## src/rtl/cmn_clk_div_gen_if.sv

```systemverilog
// cmn_clk_div_gen_if: channel-enable, config handshake and divided-clock outputs of cmn_clk_div_gen
//  ch_en     master->slave  per-channel run enable
//  cfg_vld   master->slave  config write request
//  cfg_ch    master->slave  channel index of config write
//  cfg_div   master->slave  new divide ratio (0 treated as 1)
//  cfg_rdy   slave->master  write accepted when cfg_vld & cfg_rdy
//  cfg_err   slave->master  one-cycle pulse: out-of-range write dropped
//  upd_pend  slave->master  channel holds an accepted ratio not yet applied
//  clk_en    slave->master  one-cycle enable pulse per period
//  clk_div   slave->master  divided square wave
interface cmn_clk_div_gen_if #(
    parameter int NUM_CH = 4,
    parameter int DIV_W  = 8
);
    localparam int CH_W = (NUM_CH > 1) ? $clog2(NUM_CH) : 1;
    logic [NUM_CH-1:0] ch_en;
    logic              cfg_vld;
    logic [CH_W-1:0]   cfg_ch;
    logic [DIV_W-1:0]  cfg_div;
    logic              cfg_rdy;
    logic              cfg_err;
    logic [NUM_CH-1:0] upd_pend;
    logic [NUM_CH-1:0] clk_en;
    logic [NUM_CH-1:0] clk_div;
    modport master (
        output ch_en, cfg_vld, cfg_ch, cfg_div,
        input  cfg_rdy, cfg_err, upd_pend, clk_en, clk_div
    );
    modport slave (
        input  ch_en, cfg_vld, cfg_ch, cfg_div,
        output cfg_rdy, cfg_err, upd_pend, clk_en, clk_div
    );
endinterface

```

## src/rtl/cmn_clk_div_gen.sv

```systemverilog
// cmn_clk_div_gen: multi-channel programmable clock-enable / divided-clock generator
//  clk     in     reference clock, rising-edge
//  rst     in     synchronous reset, active-high
//  bus_io  slave  cmn_clk_div_gen_if: ch_en, cfg_vld/cfg_ch/cfg_div in; cfg_rdy, cfg_err, upd_pend, clk_en, clk_div out
module cmn_clk_div_gen #(
    parameter int NUM_CH  = 4,
    parameter int DIV_W   = 8,
    parameter int RST_DIV = 2
) (
    input logic             clk,
    input logic             rst,
    cmn_clk_div_gen_if.slave bus_io
);
    localparam int RST_CUR = (RST_DIV == 0) ? 1 : RST_DIV;
    logic [NUM_CH-1:0]            en_q, pend_q, pend_d, tc, apply, sel, clk_en_w, clk_div_w;
    logic [NUM_CH-1:0][DIV_W-1:0] cnt_q, cnt_d, cur_q, cur_d, nxt_q, nxt_d;
    logic                         err_q, cfg_oor, cfg_wr;
    logic [DIV_W-1:0]             cfg_div_n;

    assign cfg_oor        = 32'(bus_io.cfg_ch) >= NUM_CH;
    // A channel with a pending ratio refuses further writes until it applies it
    assign bus_io.cfg_rdy = cfg_oor | ~pend_q[bus_io.cfg_ch];
    assign cfg_wr         = bus_io.cfg_vld & bus_io.cfg_rdy & ~cfg_oor;
    assign cfg_div_n      = (bus_io.cfg_div == '0) ? DIV_W'(1) : bus_io.cfg_div;

    for (genvar i = 0; i < NUM_CH; i++) begin : g_ch
        assign tc[i]        = cnt_q[i] == cur_q[i] - DIV_W'(1);
        // Stopped channels take a pending ratio at once; running ones only at the period boundary
        assign apply[i]     = pend_q[i] & (~en_q[i] | tc[i]);
        // Using ch_en here zeroes the count on the same edge en_q drops
        assign cnt_d[i]     = (bus_io.ch_en[i] & en_q[i] & ~tc[i]) ? cnt_q[i] + DIV_W'(1) : '0;
        assign cur_d[i]     = apply[i] ? nxt_q[i] : cur_q[i];
        assign sel[i]       = cfg_wr & (32'(bus_io.cfg_ch) == i);
        assign nxt_d[i]     = sel[i] ? cfg_div_n : nxt_q[i];
        assign pend_d[i]    = sel[i] | (pend_q[i] & ~apply[i]);
        assign clk_en_w[i]  = en_q[i] & tc[i];
        // High for the first ceil(div/2) counts of the period
        assign clk_div_w[i] = en_q[i] & (cnt_q[i] < cur_q[i] - (cur_q[i] >> 1));
    end

    always_ff @(posedge clk) begin
        if (rst) begin
            en_q   <= '0;
            cnt_q  <= '0;
            cur_q  <= {NUM_CH{DIV_W'(RST_CUR)}};
            nxt_q  <= '0;
            pend_q <= '0;
            err_q  <= 1'b0;
        end else begin
            en_q   <= bus_io.ch_en;
            cnt_q  <= cnt_d;
            cur_q  <= cur_d;
            nxt_q  <= nxt_d;
            pend_q <= pend_d;
            err_q  <= bus_io.cfg_vld & cfg_oor;
        end
    end

    assign bus_io.cfg_err  = err_q;
    assign bus_io.upd_pend = pend_q;
    assign bus_io.clk_en   = clk_en_w;
    assign bus_io.clk_div  = clk_div_w;
endmodule
```

## src/flat_wrapper.sv

```systemverilog
// flat-port wrapper written by rule: the top's interface ports become plain ports
module cmn_clk_div_gen_flat 
#(
    parameter int NUM_CH  = 4,
    parameter int DIV_W   = 8,
    parameter int RST_DIV = 2
)
  (clk, rst, bus_io_ch_en, bus_io_cfg_vld, bus_io_cfg_ch, bus_io_cfg_div, bus_io_cfg_rdy, bus_io_cfg_err, bus_io_upd_pend, bus_io_clk_en, bus_io_clk_div);
  cmn_clk_div_gen_if #(.NUM_CH(NUM_CH), .DIV_W(DIV_W)) bus_io_i ();
  input logic clk;
  input logic rst;
  input wire logic [$bits(bus_io_i.ch_en)-1:0] bus_io_ch_en;
  input wire logic [$bits(bus_io_i.cfg_vld)-1:0] bus_io_cfg_vld;
  input wire logic [$bits(bus_io_i.cfg_ch)-1:0] bus_io_cfg_ch;
  input wire logic [$bits(bus_io_i.cfg_div)-1:0] bus_io_cfg_div;
  output wire logic [$bits(bus_io_i.cfg_rdy)-1:0] bus_io_cfg_rdy;
  output wire logic [$bits(bus_io_i.cfg_err)-1:0] bus_io_cfg_err;
  output wire logic [$bits(bus_io_i.upd_pend)-1:0] bus_io_upd_pend;
  output wire logic [$bits(bus_io_i.clk_en)-1:0] bus_io_clk_en;
  output wire logic [$bits(bus_io_i.clk_div)-1:0] bus_io_clk_div;
  assign bus_io_i.ch_en = bus_io_ch_en;
  assign bus_io_i.cfg_vld = bus_io_cfg_vld;
  assign bus_io_i.cfg_ch = bus_io_cfg_ch;
  assign bus_io_i.cfg_div = bus_io_cfg_div;
  assign bus_io_cfg_rdy = bus_io_i.cfg_rdy;
  assign bus_io_cfg_err = bus_io_i.cfg_err;
  assign bus_io_upd_pend = bus_io_i.upd_pend;
  assign bus_io_clk_en = bus_io_i.clk_en;
  assign bus_io_clk_div = bus_io_i.clk_div;
  cmn_clk_div_gen #(.NUM_CH(NUM_CH), .DIV_W(DIV_W), .RST_DIV(RST_DIV)) u_core (.clk(clk), .rst(rst), .bus_io(bus_io_i));
endmodule
```

## config.mk

```make
export PLATFORM = sky130hd
export DESIGN_NAME = cmn_clk_div_gen_flat
export DESIGN_NICKNAME = d
export VERILOG_FILES = /design/src/rtl/cmn_clk_div_gen_if.sv /design/src/rtl/cmn_clk_div_gen.sv /design/src/flat_wrapper.sv
export SDC_FILE = /design/constraint.sdc
export NUM_CORES = 1
export LEC_CHECK = 0
export ABC_CLOCK_PERIOD_IN_PS = 5850
export CORE_MARGIN = 8
export CORE_UTILIZATION = 25
export CTS_CLUSTER_DIAMETER = 100
export DETAILED_ROUTE_END_ITERATION = 10
export SYNTH_ARGS = -nofsm -noshare
export SYNTH_HDL_FRONTEND = slang
export SYNTH_SLANG_ARGS = --single-unit
```

## constraint.sdc

```tcl
create_clock -name clk -period 5.85 [get_ports clk]
set_input_delay 0.585 -clock clk [delete_from_list [all_inputs] [get_ports clk]]
set_output_delay 0.585 -clock clk [all_outputs]
set_load 0.01 [all_outputs]
```

==> metrics.md, run 1 <==
| Metric | Value |
|---|---|
| Status | complete, no violations |
| Final HPWL DP | 11.0 mm |
| Top delay family on crit path | compound AO/OA/AOI/OAI gates |
| Unique masters post-synth | 50 |
| Nature of the critical path endpoint | output pin |
| Rows | 60 |
| CP Launch Type | flop |
| Worst-path fanout max | 4 |
| Setup violators final | 0 |
| Clock slew seen by the registers of the worst setup and hold paths | roughly 0.070 ns |
| DRC viols | 0 |
| DRT Wirelength | roughly 14 mm |
| Int Pwr | 1.15 mW |
| Post-synthesis sequential area ratio | 30.5% |
| Clock Skew | roughly 0.0058 ns |
| Max VDD drop | between 0.15 and 0.2 mV |
| Cell count of the worst reg-to-reg path | 8 |
| Synth top area cells | dfxtp_1, ha_1, xnor2_1 |
| Ys async rst share | 0% |
| Hold Buf Count CTS | 0 |
| Crit path buf inv count | 3 |
| Global-route wire length before repair | 24.0 mm |
| Data required time of the worst path | 5.27 ns |
| Latest clock arrival within the worst-skew pair | 0.35 ns |
| Die Span X | 181 microns |
| H-tree levels | 3 |
| Boundary pin count | 31 |
| Via Count | 4993 |
| Top FF cell, synth | dfxtp_1 |
| Max-cap violation count | 0 |
| Worst R2R Setup Slack | 3.31 ns |
| Setup TNS | 0 ns |
| Switch Pwr | 0.378 mW |
| RR Endpoint | u_core.cur_q[13] |
| CP max-delay cell | clkdlybuf4s50_1 |
| Flop pwr share | 47.9% |
| Synthesized area | 6840 sq um |
| Final ANT Viol Nets | 0 |
| Post-CTS setup buffers | 0 |
| I/O Buffers | 29 |
| Hold Path Stages | 2 |
| Max Root-Sink Buffers | 2 |
| N_diodes | 0 |
| Most frequent cell after synthesis | dfxtp_1 |
| Post-synth top cells | dfxtp_1, nor2_1, ha_1 |
| Post-CTS Resized | 0 |
| PnR Total Power | 1.53 mW |
| Die ar. | 32900 sq um |
| Post-synth top area share | 30.5% |
| Tmin final | between 4 and 5 ns |
| Via density | 4.39 |
| Avg Cell Area, Syn | 8.90 sq um |
| Worst r2r src | u_core.cur_q[12] |
| Tcrit/Tclk final | 69.8% |
| Cell count after synthesis | 768 |
| Crit Path Class | reg -> out |
| RSZ-0062 raised after global routing | false |
| Leakage power | between 3 and 4 nW |
| YS warnings | 0 |
| Cell Chain, Critical Path | inv_1 > ha_1 > inv_1 > a21oi_1 > nor2_1 > o21ba_2 > o41a_1 > xnor2_1 > ha_1 > a211o_1 > a31oi_1 > clkdlybuf4s50_1 |
| Initial core utilization | 25.4% |
| Max incr delay on CP | 0.56 ns |
| Min-delay src | u_core.nxt_q[19] |
| Clock Power Share | a little over two fifths |
| Detailed router's first-iteration violation count | roughly 140 |
| Endpoint, Worst Hold | u_core.nxt_q[19] |
| Initial antenna violation count | 0 |
| Synth area leader | dfxtp_1 |
| GP Congestion | 0.816 |
| Slew margin rel. | around two fifths |
| Worst Hold Class | reg -> reg |
| Clk root buf | clkbuf_16 |
| Wire per inst | 12.4 microns |
| Synthesized Nets | 881 |
| Share of layout cells above drive strength 1 | 4.52% |
| Total Routing Usage GR | 8.74% |
| Synth Register Bits | 104 |
| Max-slew violations | 0 |
| Clock Sinks | 104 |
| Power Density | ~200 nW/um^2 |
| Post-synth EDFFs | 0 |
| Pre-antenna DRT Iters | 4 |
| Net Sw Frac | about 25% |
| FMAX | 245 MHz |
| Largest net degree at the start of global routing | 44 |
| Combinational share of power | 10.1% |
| Core area | 26900 sq um |
| Die height | 181 microns |
| CTS buffer count | 9 |
| Area Overhead vs Synth | 14.2% |
| Vias in the first global route | just under 5k |
| CTS tree | yes |
| Final hold vios | 0 |
| Worst slew pin tran | 0.886 ns |
| Grt ovf | 0 |
| Arrival @ worst endpoint | 3.50 ns |
| Final net count | 905 |
## cell families (layout without fill, tap and decap cells)
group	count (synthesis)	count (layout)	synth area share, %
AO/OA/AOI/OAI	119	119	12.7
XOR/XNOR	97	97	13.3
adder cells (fa/ha/maj)	96	96	18.0
buffers and inverters	78	107	4.45
flip-flops	104	104	30.5
multiplexers	35	35	5.13
other	1	1	0.0549
AND/OR/NAND/NOR	238	238	15.9
## routing by layer
| metal | up-vias | GRT usage (%) | routed length (microns) |
|---|---|---|---|
| li1 | 2642 | - | - |
| met1 | 2300 | 10.8 | 6870 |
| met2 | 35 | 15.0 | 6760 |
| met3 | 16 | 1.38 | 247 |
| met4 | 0 | 3.28 | 229 |
| met5 | - | 0 | 0 |
## sequential cells by signal, indices dropped and copies added, names as in the netlist
register / count
u_core.bus_io.upd_pend: 4
u_core.cnt_q: 32
u_core.nxt_q: 32
u_core.cur_q: 32
u_core.en_q: 4
## worst max-delay path by stage
stage,start,to,slack [ns],cells after the start
after global routing,u_core.cur_q[1],bus_io_clk_div[0],1.57,12
final,u_core.cur_q[10],bus_io_clk_div[1],1.77,12
after detailed placement,u_core.cur_q[10],bus_io_clk_div[1],2.12,12
after global placement,u_core.cur_q[10],bus_io_clk_div[1],2.18,12
after floorplan,u_core.cur_q[10],bus_io_clk_div[1],2.78,11
after CTS,u_core.cur_q[10],bus_io_clk_div[1],1.72,12
## power groups by stage
stage,sequential (mW),combinational (mW),clock [mW]
after floorplan,0.745,0.109,0
after global placement,0.748,0.154,0
after detailed placement,0.749,0.157,0
after CTS,0.732,0.158,0.668
after global routing,0.734,0.175,0.700
final,0.732,0.155,0.642
## through the flow
stage	hold WS [ns]	cell area, sq um	util (%)	instances	setup slack (ns)
2_1_floorplan	0.436	6840	-	768	2.78
3_3_place_gp	0.445	7490	27.9	1122	2.18
3_5_place_dp	0.448	7490	27.9	1122	2.12
4_1_cts	0.459	7810	29.0	1138	1.72
5_1_grt	0.473	7810	29.0	1138	1.57
6_report	0.458	7810	29.0	1138	1.77
## area by class of cell
cell class	count	area [sq um]
clock buffer	11	253
clock inverter	5	63.8
fill	2881	19100
inverter	60	225
multi-input combinational	586	4460
sequential	104	2080
tap	341	427
timing repair buffer	31	300
## placed cells by master (no fill, tap or decap), types with 2 or more instances in the layout
cell / instances
nor4_1: 2
nand3_1: 21
a21bo_2: 4
nor2_1: 97
clkbuf_8: 2
a31oi_1: 6
xnor3_1: 3
dfxtp_1: 104
a21boi_1: 2
ha_1: 92
nand2_1: 56
clkinv_4: 2
nor3_1: 11
a211oi_1: 8
a211o_1: 3
a21oi_1: 42
nor2b_1: 11
nand3b_1: 4
o21bai_1: 13
o41ai_1: 2
o21ai_0: 11
clkdlybuf4s50_1: 28
clkbuf_16: 9
buf_4: 2
fa_1: 4
and3_1: 12
o21ba_2: 4
mux2i_1: 35
or3_1: 2
o41ai_4: 4
nand4_1: 4
nand2b_1: 9
or4_1: 2
a21o_1: 13
and4_1: 2
xnor2_1: 55
xor2_1: 38
inv_1: 60
## worst reg2reg max path: cells and delay by family, from the launching register on
kind	cells	cell delay, ns
xor+xnor	1	0.16
mux	1	0.27
simple gates	2	0.19
buf+inv	1	0.17
fa+ha+maj	1	0.17
compound gates	2	1.09
flops	1	0.38
Power figures use the tool's default switching activity.
==> run 2: changes to the inputs <==
Settings changed: ABC_CLOCK_PERIOD_IN_PS 5850 to 3700.
Clock period 5.85 ns to 3.7 ns, I/O delays scaled along.
==> metrics.md, run 2 (synthesis results as in run 1) <==
| Metric | Value |
|---|---|
| Final ANT Viol Nets | 0 (unchanged) |
| Total Routing Usage GR | 8.78% (was 8.74%) |
| Die Span X | 181 microns (unchanged) |
| Boundary pin count | 31 (unchanged) |
| Pre-antenna DRT Iters | 4 (unchanged) |
| Slew margin rel. | 42.1% (was 40.5%) |
| Latest clock arrival within the worst-skew pair | 0.35 ns (about the same) |
| FILL cells | 2878 (was 2881) |
| Max-slew violations | 0 (unchanged) |
| Worst Hold Class | reg -> reg (unchanged) |
| Global-route wire length before repair | 23.9 mm (was 24.0 mm) |
| CTS buffer count | 9 (unchanged) |
| DRC viols | 0 (unchanged) |
| Regs by FF count | u_core.cnt_q (32), u_core.cur_q (32), u_core.nxt_q (32) (unchanged) |
| Worst-path fanout max | 4 (unchanged) |
| Cell count of the worst reg-to-reg path | 8 (unchanged) |
| Max-cap violation count | 0 (unchanged) |
| Flop pwr share | 48.9% (was 47.9%) |
| Min Hold Slack | 0.458 ns (about the same) |
| Hold Path Stages | 2 (unchanged) |
| Hold Buf Count CTS | 0 (unchanged) |
| RR Endpoint | u_core.cur_q[18] (was u_core.cur_q[13]) |
| Area Overhead vs Synth | 14.4% (was 14.2%) |
| CP Launch Type | flop (unchanged) |
| Clock Skew | 0.00641 ns (was 0.00576 ns) |
| Max Root-Sink Buffers | 2 (unchanged) |
| Worst slew pin tran | 0.862 ns (was 0.886 ns) |
| Clock Power Share | 40.7% (was 42.0%) |
| Detailed router's first-iteration violation count | 182 (was 141) |
| Leakage power | 3.05 nW (was 3.03 nW) |
| Sequential cell area | 2090 sq um (was 2080 sq um) |
| Largest net degree at the start of global routing | 41 (was 44) |
| Arrival @ worst endpoint | 3.13 ns (was 3.50 ns) |
| H-tree levels | 3 (unchanged) |
| Vias in the first global route | 4923 (was 4941) |
| Nature of the critical path endpoint | output pin (unchanged) |
| Net Sw Frac | 24.3% (was 24.8%) |
| Clk root buf | clkbuf_16 (unchanged) |
| Commonest non-fill, non-tap cell in the layout | dfxtp_1 (unchanged) |
| Highest-count cells in the layout ignoring fill and taps | dfxtp_1, nor2_1, ha_1 (unchanged) |
| RSZ-0062 raised after global routing | false (unchanged) |
| Setup violators final | 0 (unchanged) |
| Tcrit/Tclk final | a little over nine tenths |
| Crit Path Class | reg -> out (unchanged) |
| N_diodes | 0 (unchanged) |
| Data required time of the worst path | 3.33 ns (was 5.27 ns) |
| Worst R2R Setup Slack | 1.12 ns (was 3.31 ns) |
| Via density | 4.38 (was 4.39) |
| Share of layout cells above drive strength 1 | 5.64% (was 4.52%) |
| Int Pwr | 1.79 mW (was 1.15 mW) |
| Endpoint, Worst Hold | u_core.nxt_q[26] (was u_core.nxt_q[19]) |
| Grt ovf | 0 (unchanged) |
| Via Count | 4988 (was 4993) |
| FMAX | 286 MHz |
| Clock slew seen by the registers of the worst setup and hold paths | 0.07 ns (about the same) |
| I/O Buffers | 29 (unchanged) |
| Clock Sinks | 104 (unchanged) |
| Initial core utilization | 25.4% (unchanged) |
| Core area | 26900 sq um (unchanged) |
| Die ar. | 32900 sq um (unchanged) |
| Die height | 181 microns (unchanged) |
| Power Density | 303 nW/um^2 (was 196 nW/um^2) |
| Combinational share of power | 10.4% (was 10.1%) |
| Tmin final | 3.50 ns |
| CTS tree | yes (unchanged) |
| DRT Wirelength | 14.3 mm (was 14.1 mm) |
| Setup TNS | 0 ns (unchanged) |
| Switch Pwr | 0.577 mW (was 0.378 mW) |
| Worst r2r src | u_core.cur_q[18] (was u_core.cur_q[12]) |
| Status | complete, no violations (unchanged) |
| Final hold vios | 0 (unchanged) |
| Rows | 60 (unchanged) |
| Final net count | 907 (was 905) |
| Max VDD drop | 0.216 mV (was 0.181 mV) |
| Multi-input logic area | 4480 sq um (was 4460 sq um) |
| Initial antenna violation count | 0 (unchanged) |
| Final HPWL DP | 11.0 mm (about the same) |
| Wire per inst | 12.5 microns (was 12.4 microns) |
| Min-delay src | u_core.nxt_q[26] (was u_core.nxt_q[19]) |
| GP Congestion | 0.793 (was 0.816) |
==> run 2: metrics by stage <==
| stage | total power [mW] | util, % | worst slack (ns) | cells | instance area [sq um] |
|---|---|---|---|---|---|
| global route | 2.48 | 29.1 | 0.0179 | 1139 | 7820 |
| detailed placement | 1.43 | 27.9 | 0.182 | 1124 | 7500 |
| finish | 2.37 | 29.1 | 0.203 | 1139 | 7820 |
| CTS | 2.41 | 29.1 | 0.0786 | 1139 | 7810 |
| global placement | 1.43 | 27.9 | 0.253 | 1124 | 7500 |
| floorplan | 1.35 | - | 0.846 | 768 | 6840 |
==> run 2: area by class of cell <==
cell class / count / share of cell area [%]
Clock buffer: 12 / 3.15
Sequential cell: 104 / 26.7
Clock inverter: 3 / 0.544
Tap cell: 341 / 5.46
Multi-Input combinational cell: 586 / 57.4
Inverter: 60 / 2.88
Timing Repair Buffer: 33 / 3.92
==> run 2: routing by layer <==
| layer | share of wire, % | GRT usage (%) | wire, microns |
|---|---|---|---|
| met3 | 2.1 | 1.14 | 299 |
| met5 | 0 | 0 | 0 |
| met1 | 49 | 10.9 | 6960 |
| met2 | 47 | 15.0 | 6730 |
| met4 | 1.9 | 3.80 | 277 |
==> run 2: critical path, cell delays in order, from the launching register on <==
cell           delay [ns]
dfxtp_1              0.40
inv_1                0.10
ha_1                 0.33
inv_1                0.06
a21oi_2              0.16
nor2_1               0.06
o21ba_2              0.21
o41a_1               0.33
xnor2_1              0.13
ha_1                 0.29
a211o_1              0.29
a31oi_1              0.14
dlygate4sd2_1        0.29
==> run 2: power by group through the flow <==
stage / logic, mW / registers, mW / clock network, mW
after floorplan: 0.173 / 1.18 / 0
after global placement: 0.246 / 1.18 / 0
after detailed placement: 0.249 / 1.18 / 0
after CTS: 0.248 / 1.16 / 1.00
after global routing: 0.278 / 1.16 / 1.04
final: 0.247 / 1.16 / 0.964
==> run 2: worst max-delay path by stage <==
| stage | startpoint | to | slack, ns | depth (start not counted) |
|---|---|---|---|---|
| 2_1_floorplan | u_core.cur_q[10] | bus_io_clk_div[1] | 0.85 | 11 |
| 3_3_place_gp | u_core.cur_q[10] | bus_io_clk_div[1] | 0.25 | 12 |
| 3_5_place_dp | u_core.cur_q[25] | bus_io_clk_div[3] | 0.18 | 12 |
| 4_1_cts | u_core.cur_q[1] | bus_io_clk_div[0] | 0.08 | 12 |
| 5_1_grt | u_core.cur_q[26] | bus_io_clk_div[3] | 0.02 | 12 |
| 6_report | u_core.cur_q[11] | bus_io_clk_div[1] | 0.20 | 12 |
==> run 2: timing repair <==
action / in CTS / in global routing
gates resized for setup: 9 / 8
setup endpoints to repair: 4 / 3
hold endpoints to repair: 0 / 0
gates cloned: 0 / 0
buffers inserted: 0 / 0
==> run 3: changes to the inputs <==
Settings changed: CORE_MARGIN 8 to 4.
==> metrics.md, run 3 (synthesis results as in run 1) <==
| Metric | Value |
|---|---|
| Commonest non-fill, non-tap cell in the layout | dfxtp_1 (unchanged) |
| Die Span X | 173 microns (was 181 microns) |
| Slew margin rel. | 44.5% (was 42.1%) |
| Via density | 4.33 (was 4.38) |
| Hold Buf Count CTS | 0 (unchanged) |
| Worst slew pin tran | 0.826 ns (was 0.862 ns) |
| DRC viols | 0 (unchanged) |
| FILL cells | 2847 (was 2878) |
| Share of layout cells above drive strength 1 | 6.36% (was 5.64%) |
| Placed inst area | 7530 sq um (was 7500 sq um) |
| Max VDD drop | 0.280 mV (was 0.216 mV) |
| I/O Buffers | 29 (unchanged) |
| Status | complete, no violations (unchanged) |
| Setup violators final | 0 (unchanged) |
| Int Pwr | 1.79 mW (about the same) |
| Core area | 27000 sq um (was 26900 sq um) |
| N_diodes | 0 (unchanged) |
| Final net count | 910 (was 907) |
| CP Launch Type | flop (unchanged) |
| Latest clock arrival within the worst-skew pair | 0.36 ns (was 0.35 ns) |
| Worst r2r src | u_core.cur_q[5] (was u_core.cur_q[18]) |
| Initial antenna violation count | 0 (unchanged) |
| Initial core utilization | 25.4% (about the same) |
| PnR Total Power | 2.41 mW (was 2.37 mW) |
| Endpoint, Worst Hold | u_core.nxt_q[9] (was u_core.nxt_q[26]) |
| Wire per inst | 12.3 microns (was 12.5 microns) |
| Highest-count cells in the layout ignoring fill and taps | dfxtp_1, nor2_1, ha_1 (unchanged) |
| Net Sw Frac | 25.6% (was 24.3%) |
| Worst R2R Setup Slack | 1.17 ns (was 1.12 ns) |
| H-tree levels | 3 (unchanged) |
| FMAX | 289 MHz (was 286 MHz) |
| Clk root buf | clkbuf_16 (unchanged) |
| Tcrit/Tclk final | 93.4% (was 94.5%) |
| Final ANT Viol Nets | 0 (unchanged) |
| Cell count of the worst reg-to-reg path | 8 (unchanged) |
| CTS buffer count | 9 (unchanged) |
| CTS tree | yes (unchanged) |
| Data required time of the worst path | 3.33 ns (about the same) |
| Min-delay src | u_core.nxt_q[9] (was u_core.nxt_q[26]) |
| Via Count | 4950 (was 4988) |
| GP Congestion | 0.790 (was 0.793) |
| Max-slew violations | 0 (unchanged) |
| Design area | 7860 sq um (was 7820 sq um) |
| Pre-antenna DRT Iters | 4 (unchanged) |
| Max-cap violation count | 0 (unchanged) |
| Global-route wire length before repair | 23.9 mm (about the same) |
| Worst Hold Class | reg -> reg (unchanged) |
| RSZ-0062 raised after global routing | false (unchanged) |
| Largest net degree at the start of global routing | 44 (was 41) |
| Crit path buf inv count | 3 (unchanged) |
| Top delay family on crit path | compound AO/OA/AOI/OAI gates (unchanged) |
| Clock Power Share | 41.7% (was 40.7%) |
| Rows | 60 (unchanged) |
| Clock Skew | 0.00851 ns (was 0.00641 ns) |
| Grt ovf | 0 (unchanged) |
| Final setup margin | 0.244 ns (was 0.203 ns) |
| Switch Pwr | 0.616 mW (was 0.577 mW) |
| Clock slew seen by the registers of the worst setup and hold paths | 0.07 ns (about the same) |
| Vias in the first global route | 4805 (was 4923) |
| Final HPWL DP | 11.0 mm (about the same) |
| Final hold vios | 0 (unchanged) |
| Boundary pin count | 31 (unchanged) |
| Combinational share of power | 10.3% (was 10.4%) |
| Flop pwr share | 48.1% (was 48.9%) |
| Power Density | 306 nW/um^2 (was 303 nW/um^2) |
| Setup TNS | 0 ns (unchanged) |
| Total Routing Usage GR | 9.52% (was 8.78%) |
| Worst-path fanout max | 5 (was 4) |
| DRT Wirelength | 14.1 mm (was 14.3 mm) |
| Cell Chain, Critical Path | inv_1 > ha_1 > inv_1 > fa_1 > a21o_1 > a21oi_1 > o21ba_2 > o21bai_1 > xnor2_1 > ha_1 > a211o_1 > a31oi_1 > dlygate4sd2_1 (was inv_1 > ha_1 > inv_1 > a21oi_2 > nor2_1 > o21ba_2 > o41a_1 > xnor2_1 > ha_1 > a211o_1 > a31oi_1 > dlygate4sd2_1) |
| CP max-delay cell | fa_1 (was dfxtp_1) |
| Area Overhead vs Synth | 15.0% (was 14.4%) |
| Stages on the worst setup path | 13 (was 12) |
| Crit Path Class | reg -> out (unchanged) |
| Die ar. | 30100 sq um (was 32900 sq um) |
| Die height | 173 microns (was 181 microns) |
| Max incr delay on CP | 0.40 ns (about the same) |
| Arrival @ worst endpoint | 3.09 ns (was 3.13 ns) |
| Clock Sinks | 104 (unchanged) |
| Nature of the critical path endpoint | output pin (unchanged) |
| Regs by FF count | u_core.cnt_q (32), u_core.cur_q (32), u_core.nxt_q (32) (unchanged) |
| Tmin final | 3.46 ns (was 3.50 ns) |
| Hold Path Stages | 2 (unchanged) |
| Leakage power | 3.08 nW (was 3.05 nW) |
| Min Hold Slack | 0.457 ns (was 0.458 ns) |
| Detailed router's first-iteration violation count | 180 (was 182) |
| Place WS | 0.121 ns (was 0.182 ns) |
| RR Endpoint | u_core.cur_q[5] (was u_core.cur_q[18]) |
| Max Root-Sink Buffers | 2 (unchanged) |
-- run 3: area by class of cell --
| type | count | area (sq um) | share of cell area (%) |
|---|---|---|---|
| clock buffers | 9 | 225 | 2.87 |
| multi-input cells | 586 | 4470 | 56.9 |
| inverters | 60 | 225 | 2.87 |
| repair buffers | 36 | 329 | 4.19 |
| flip-flops and latches | 104 | 2090 | 26.6 |
| well taps | 341 | 427 | 5.43 |
| clock inverters | 7 | 88.8 | 1.13 |
-- run 3: how the worst max path moves through the flow --
stage | from | end
floorplan | u_core.cur_q[10] | bus_io_clk_div[1]
global placement | u_core.cur_q[9] | bus_io_clk_div[1]
detailed placement | u_core.cur_q[9] | bus_io_clk_div[1]
CTS | u_core.cur_q[17] | bus_io_clk_div[2]
global route | u_core.cur_q[26] | bus_io_clk_div[3]
finish | u_core.cur_q[24] | bus_io_clk_div[3]
-- run 3: per-layer routing --
metal | up-vias | share of wire [%] | GRT usage [%]
li1 | 2638 | - | -
met4 | 0 | 1.4 | 2.89
met3 | 14 | 2.1 | 1.66
met1 | 2254 | 52 | 13.1
met2 | 44 | 45 | 15.3
met5 | - | 0 | 0
-- run 3: power by group through the flow --
stage | Sequential (mW) | Combinational [mW] | Clock, mW
after floorplan | 1.18 | 0.173 | 0
after global placement | 1.18 | 0.246 | 0
after detailed placement | 1.18 | 0.250 | 0
after CTS | 1.16 | 0.250 | 1.04
after global routing | 1.16 | 0.279 | 1.08
final | 1.16 | 0.247 | 1.00
-- run 3: through the flow --
| step | util [%] | cells |
|---|---|---|
| floorplan | - | 768 |
| global placement | 27.9 | 1127 |
| detailed placement | 27.9 | 1127 |
| CTS | 29.2 | 1143 |
| global route | 29.2 | 1143 |
| finish | 29.2 | 1143 |
-- run 3: worst register-to-register path, delay by kind of cell (launching register included) --
family                     cells  cell delay, ns
and+or+nand+nor                2            0.32
adders and majority gates      1            0.20
AOI/OAI and AO/OA              3            1.00
DFF                            1            0.44
buffers and inverters          1            0.16
muxes                          1            0.26
-- run 3: timing repair --
item                                    in CTS  in global routing
setup buffers                                0                  0
hold endpoints to repair                     0                  0
gates resized for setup                      9                  8
cloned                                       0                  0
endpoints found under the setup margin       4                  3
==> variant 1, RTL diff (config.mk and constraints of run 2) <==
`NUM_CH` is set to 4 in 3 places; all go to 8.
--- a/src/rtl/cmn_clk_div_gen_if.sv
+++ b/src/rtl/cmn_clk_div_gen_if.sv
@@ -9,7 +9,7 @@
 //  clk_en    slave->master  one-cycle enable pulse per period
 //  clk_div   slave->master  divided square wave
 interface cmn_clk_div_gen_if #(
-    parameter int NUM_CH = 4,
+    parameter int NUM_CH = 8,
     parameter int DIV_W  = 8
 );
     localparam int CH_W = (NUM_CH > 1) ? $clog2(NUM_CH) : 1;
--- a/src/rtl/cmn_clk_div_gen.sv
+++ b/src/rtl/cmn_clk_div_gen.sv
@@ -3,7 +3,7 @@
 //  rst     in     synchronous reset, active-high
 //  bus_io  slave  cmn_clk_div_gen_if: ch_en, cfg_vld/cfg_ch/cfg_div in; cfg_rdy, cfg_err, upd_pend, clk_en, clk_div out
 module cmn_clk_div_gen #(
-    parameter int NUM_CH  = 4,
+    parameter int NUM_CH  = 8,
     parameter int DIV_W   = 8,
     parameter int RST_DIV = 2
 ) (
--- a/src/flat_wrapper.sv
+++ b/src/flat_wrapper.sv
@@ -1,7 +1,7 @@
 // flat-port wrapper written by rule: the top's interface ports become plain ports
 module cmn_clk_div_gen_flat 
 #(
-    parameter int NUM_CH  = 4,
+    parameter int NUM_CH  = 8,
     parameter int DIV_W   = 8,
     parameter int RST_DIV = 2
 )
Ports: changed (5 resized); port bits go from 31 to 48. The function was not compared with the original's and may differ.
==> variant 1 against run 2 <==
Power is 120% higher; critical endpoint is now bus_io_clk_div[3]; global-route usage rose by 0.76 points; combinational power increased by 48%; final cell count rose by 99%; hold slack worse by 0.086 ns; critical path type unchanged; routed wire length rose by 110%; area after synthesis is 100% higher; cell area grew 110%; sequential cell count up 104; clock skew grew 0.013 ns; setup slack got worse by 0.028 ns; sequential power is 97% higher.
==> variant 1: results (changes against run 2) <==
* Number of H-tree branching levels at 1 (was 3)
* Fill cell instance count of the final layout at 5,645 (was 2,878)
* Number of antenna violations at the first check in global routing at 3 (was 0)
* Leak Pwr at 6.35 nW (was 3.05 nW)
* Gate power share at 0.070 (was 0.104)
* Net count reported at finish at 1,757 (was 907)
* Maximum vdd drop at 285 uV (was 216 uV)
* Number of port buffers at 46 (was 29)
* Sequential power at 2.29 mW (was 1.16 mW)
* R2r setup slk at 0.98 ns (was 1.12 ns)
* Hold/Removal Path Class: primary input to flip-flop (was flip-flop to flip-flop)
* Clock skew after layout at 0.0194 ns (was 0.00641 ns)
* Cell area reported after detailed placement at 15,100 um^2 (was 7500 um^2)
* Post-synth top flop: dfxtp_1 (unchanged)
* Net switching component of the power at 1.23 mW (was 577 uW)
* Clock Pin Slew Worst Setup and Hold Paths at 0.06 ns
* Detailed-route wire length per cell at 13.4 um (was 12.5 um)
* Final Hold Vio Count at 0 (unchanged)
* Total vias in the final route at 9,969 (was 4,988)
* Pin count of the biggest net entering global routing at 61 (was 41)
* Post-synthesis async set-or-reset flop share at 0 (unchanged)
* Number of DRC markers after the initial detailed-route iteration at 357 (was 182)
* Synthesized net count at 1,692 (was 881)
* Final core utilization at 0.295 (was 0.291)
* Later-pin clock latency in the skew report at 0.54 ns (was 0.35 ns)
* Most numerous cell types in the synthesized netlist: nor2_1, dfxtp_1, ha_1, mux2i_1, inv_1 (was dfxtp_1, nor2_1, ha_1, inv_1, nand2_1)
* Netlist cell types at 61 (was 50)
* Sequential cell area fraction in the yosys report at 0.304 (was 0.305)
* Top cells by area in the synthesized netlist: dfxtp_1, ha_1, mux2i_1, xnor2_1, nor2_1 (was dfxtp_1, ha_1, xnor2_1, nor2_1, mux2i_1)
* Status: finished clean (unchanged)
* Placed wire-length estimate after detailed placement at 23,100 um (was 11,000 um)
* Total routing usage reported by global routing at 0.0954 (was 0.0878)
* Clock buffer count from CTS at 25 (was 9)
* Buffer cell driving the clock tree root: clkbuf_16 (unchanged)
* Largest regs: u_core.cnt_q x64, u_core.cur_q x64, u_core.nxt_q x64 (was u_core.cnt_q x32, u_core.cur_q x32, u_core.nxt_q x32)
* Largest fanout on the critical path at 4 (unchanged)
* Number of iterations in the first detailed-routing pass at 4 (unchanged)
* Maximum clock insertion buffer count at 3 (was 2)
* First-pass GRT wire length at 50,500 um (was 23,900 um)
* Final GP Congestion at 0.822 (was 0.793)
* Pre-CTS setup slack at 0.0156 ns (was 0.182 ns)
* Critical path arrival at 3.16 ns (was 3.13 ns)
* Share of post-route cells with drive strength above 1 at 0.100 (was 0.0564)
* Tightest slew margin relative to the limit at 0.0827 (was 0.421)
* Sw frac at 0.235 (was 0.243)
* YS warnings at 0 (unchanged)
[variant 1: cell types whose count changed after synthesis, moves of 10 or more]
cell / run 2 / this run
dfxtp_1: 104 / 208
a21o_1: 13 / 27
xnor2_1: 55 / 112
o21bai_1: 13 / 24
xor2_1: 38 / 80
nand3_1: 21 / 42
nand2b_1: 9 / 27
nor2_1: 97 / 238
inv_1: 60 / 113
mux2i_1: 35 / 114
ha_1: 92 / 184
nand2_1: 56 / 25
clkbuf_1: 16 / 27
nor3_1: 11 / 21
[variant 1: path summary, 6_finish.rpt]
path                                     endpoint  depth (start not counted)              from
worst max-delay path            bus_io_clk_div[3]                         13  u_core.cur_q[26]
worst min-delay path             u_core.nxt_q[58]                          2               rst
worst max register to register   u_core.cur_q[27]                          8  u_core.cur_q[26]
worst min register to register   u_core.cur_q[59]                          2  u_core.nxt_q[59]
[variant 1: metal layers]
layer | wire length (um) | track usage
met1 | 14400 | 0.118
met2 | 14200 | 0.167
met3 | 1160 | 0.0202
met4 | 626 | 0.0243
met5 | 13 | 0
[variant 1: kinds of logic after synthesis]
logic type,after synthesis,synth area share
AND/OR/NAND/NOR,428,0.145
other,1,0.000274
flip-flops,208,0.304
AO/OA/AOI/OAI,181,0.104
XOR/XNOR,200,0.135
buffers and inverters,152,0.0452
adder cells (fa/ha/maj),192,0.180
multiplexers,116,0.0865
[variant 1: area by class of cell]
class	instances	area share
Clock buffer	33	0.0444
Sequential cell	208	0.260
Inverter	113	0.0263
Multi-Input combinational cell	1118	0.564
Tap cell	704	0.0546
Antenna cell	2	0.000311
Timing Repair Buffer	77	0.0408
Clock inverter	11	0.00924
[variant 1: timing repair]
| item | CTS | global route |
|---|---|---|
| resized for setup | 39 | 40 |
| endpoints found under the setup margin | 8 | 11 |
| setup buffers | 0 | 2 |
| pin swaps | 0 | 7 |
| gates cloned | 0 | 0 |
| hold endpoints to repair | 0 | 0 |
[variant 1: worst max-delay path, cell delays in order (launching register included)]
cell,delay (ns)
dfxtp_1,0.40
inv_1,0.13
ha_1,0.29
o21bai_1,0.08
a21o_1,0.21
a21oi_1,0.16
nor2_1,0.07
o41ai_1,0.34
xnor2_1,0.13
ha_1,0.32
nand2_1,0.07
nand3b_1,0.07
a31oi_1,0.16
buf_2,0.17
[variant 1: metrics by stage]
stage | TNS (ns) | hold WS, ns | std cells
5_1_grt | -0.00952 | 0.396 | 2264
3_5_place_dp | 0 | 0.470 | 2218
2_1_floorplan | 0 | 0.442 | 1478
6_report | 0 | 0.372 | 2266
3_3_place_gp | 0 | 0.467 | 2218
4_1_cts | -0.00477 | 0.362 | 2262
==> variant 2, RTL diff (flow settings as in run 2) <==
Without the edit above. `en_q` no longer has a reset.
--- a/src/rtl/cmn_clk_div_gen.sv
+++ b/src/rtl/cmn_clk_div_gen.sv
@@ -40,14 +40,12 @@
 
     always_ff @(posedge clk) begin
         if (rst) begin
-            en_q   <= '0;
             cnt_q  <= '0;
             cur_q  <= {NUM_CH{DIV_W'(RST_CUR)}};
             nxt_q  <= '0;
             pend_q <= '0;
             err_q  <= 1'b0;
         end else begin
-            en_q   <= bus_io.ch_en;
             cnt_q  <= cnt_d;
             cur_q  <= cur_d;
             nxt_q  <= nxt_d;
@@ -56,6 +54,10 @@
         end
     end
 
+    always_ff @(posedge clk) begin
+        en_q <= bus_io.ch_en;
+    end
+
     assign bus_io.cfg_err  = err_q;
     assign bus_io.upd_pend = pend_q;
     assign bus_io.clk_en   = clk_en_w;
Check against the original RTL: not equivalent (a bounded check fails within 4 cycles, from zero or initial values and one cycle with rst high).
==> variant 2 against run 2 <==
Register-to-register slack improved by 0.06 ns; clock skew increased by 0.0045 ns; non-clock buffer count increased by 2; routed wire length increased by 1.5%; critical endpoint unchanged; highest routed layer is now met5; count of clock-buffer cells in the layout decreased by 2; hold slack improved by 0.0018 ns; power increased by 4.6%; sequential cell count unchanged; area after synthesis increased by 0.13%; fmax increased by 1.2%; setup slack improved by 0.043 ns; cell area increased by 1.2%.
==> variant 2: results (changes against run 2) <==
* Status: finished clean (unchanged)
* Uppermost signal routing layer after detailed routing: met5 (was met4)
* Maximum vdd drop at 227 uV (was 216 uV)
* Synthesized net count at 863 (was 881)
* Cell area reported after detailed placement at 7550 um^2 (was 7500 um^2)
* Total vias in the final route at 4,942 (was 4,988)
* Metal-1 WL at 6860 um (was 6960 um)
* Clock buffer count from CTS at 9 (unchanged)
* Leak Pwr at 3.09 nW (was 3.05 nW)
* Met2 Use GR at 0.152 (was 0.150)
* Compound-Gate Fraction of Synth Area at 0.117 (was 0.127)
* Clock skew after layout at 0.0109 ns (was 0.00641 ns)
* Met3 wirelength from detailed routing at 553 um (was 299 um)
* Largest stage delay, worst path at 0.36 ns (was 0.40 ns)
* Synth Area in Adders at 0.180 (about the same)
* Global-route track usage on met3 at 0.0295 (was 0.0114)
* Pre-CTS setup slack at 0.217 ns (was 0.182 ns)
* Layout Cells excl Fill at 1,127 (was 1,139)
* Net count reported at finish at 894 (was 907)
* Sequential cell area fraction in the yosys report at 0.304 (was 0.305)
* Number of antenna violations at the first check in global routing at 2 (was 0)
* Number of DRC markers after the initial detailed-route iteration at 206 (was 182)
* Wire length after detailed routing at 14,500 um (was 14,300 um)
* Via count of the first global-routing pass at 4,998 (was 4,923)
* Total routing usage reported by global routing at 0.0907 (was 0.0878)
* First-pass GRT wire length at 24,600 um (was 23,900 um)
* Library cell contributing the largest single delay on the critical path: dfxtp_2 (was dfxtp_1)
* Detailed-routed wire length on met2 at 6780 um (was 6730 um)
* Share of post-route cells with drive strength above 1 at 0.0776 (was 0.0564)
* Syn avg cell area at 9.13 um^2 (was 8.90 um^2)
* Met1 capacity usage during global routing at 0.109 (about the same)
* Most numerous cell types in the synthesized netlist: nor2_1, dfxtp_1, ha_1, inv_1, xnor2_1 (was dfxtp_1, nor2_1, ha_1, inv_1, nand2_1)
* Final GP Congestion at 0.806 (was 0.793)
* Multiplexer share of the synthesized area at 0.0647 (was 0.0513)
* Antenna diode count at 0 (unchanged)
* Actual transition at the worst max-transition pin at 0.940 ns (was 0.862 ns)
-- variant 2: repair_timing --
| item | CTS | global route |
|---|---|---|
| gates resized for setup | 10 | 10 |
| gates cloned | 0 | 0 |
| pin swaps | 0 | 0 |
| endpoints found under the setup margin | 4 | 4 |
-- variant 2: worst max-delay path: cells and delay by family, from the launching register on --
kind                       cells  cell delay (ns)
and+or+nand+nor                1             0.06
adders and majority gates      2             0.62
buffers and inverters          3             0.43
xor gates and xnor gates       1             0.14
AOI/OAI and AO/OA              5             1.11
DFF                            1             0.36
-- variant 2: power by group --
group / switching, mW / internal, mW
sequential: 0.0218 / 1.14
clock: 0.450 / 0.603
combinational: 0.139 / 0.123
-- variant 2: final timing paths --
| check | from | end | slack [ns] | cells past startpoint |
|---|---|---|---|---|
| worst max-delay path | u_core.cur_q[10] | bus_io_clk_div[1] | 0.25 | 12 |
| worst min-delay path | u_core.nxt_q[18] | u_core.nxt_q[18] | 0.46 | 2 |
| worst min register to register | u_core.nxt_q[18] | u_core.nxt_q[18] | 0.46 | 2 |
| worst max register to register | u_core.cur_q[18] | u_core.cur_q[22] | 1.18 | 8 |
-- variant 2: cell type report --
| cell class | count | area (um^2) | area share |
|---|---|---|---|
| Inverter | 59 | 221 | 0.0280 |
| Sequential cell | 104 | 2090 | 0.265 |
| Tap cell | 341 | 427 | 0.0539 |
| Timing Repair Buffer | 35 | 327 | 0.0413 |
| Multi-Input combinational cell | 572 | 4520 | 0.571 |
| Clock buffer | 10 | 229 | 0.0290 |
| Clock inverter | 6 | 96.3 | 0.0122 |
-- variant 2: cell families after synthesis --
logic type,Yosys count
fa+ha+maj,96
xor+xnor,98
simple gates,226
flops,104
other cells,1
compound gates,108
mux,43
buf+inv,74
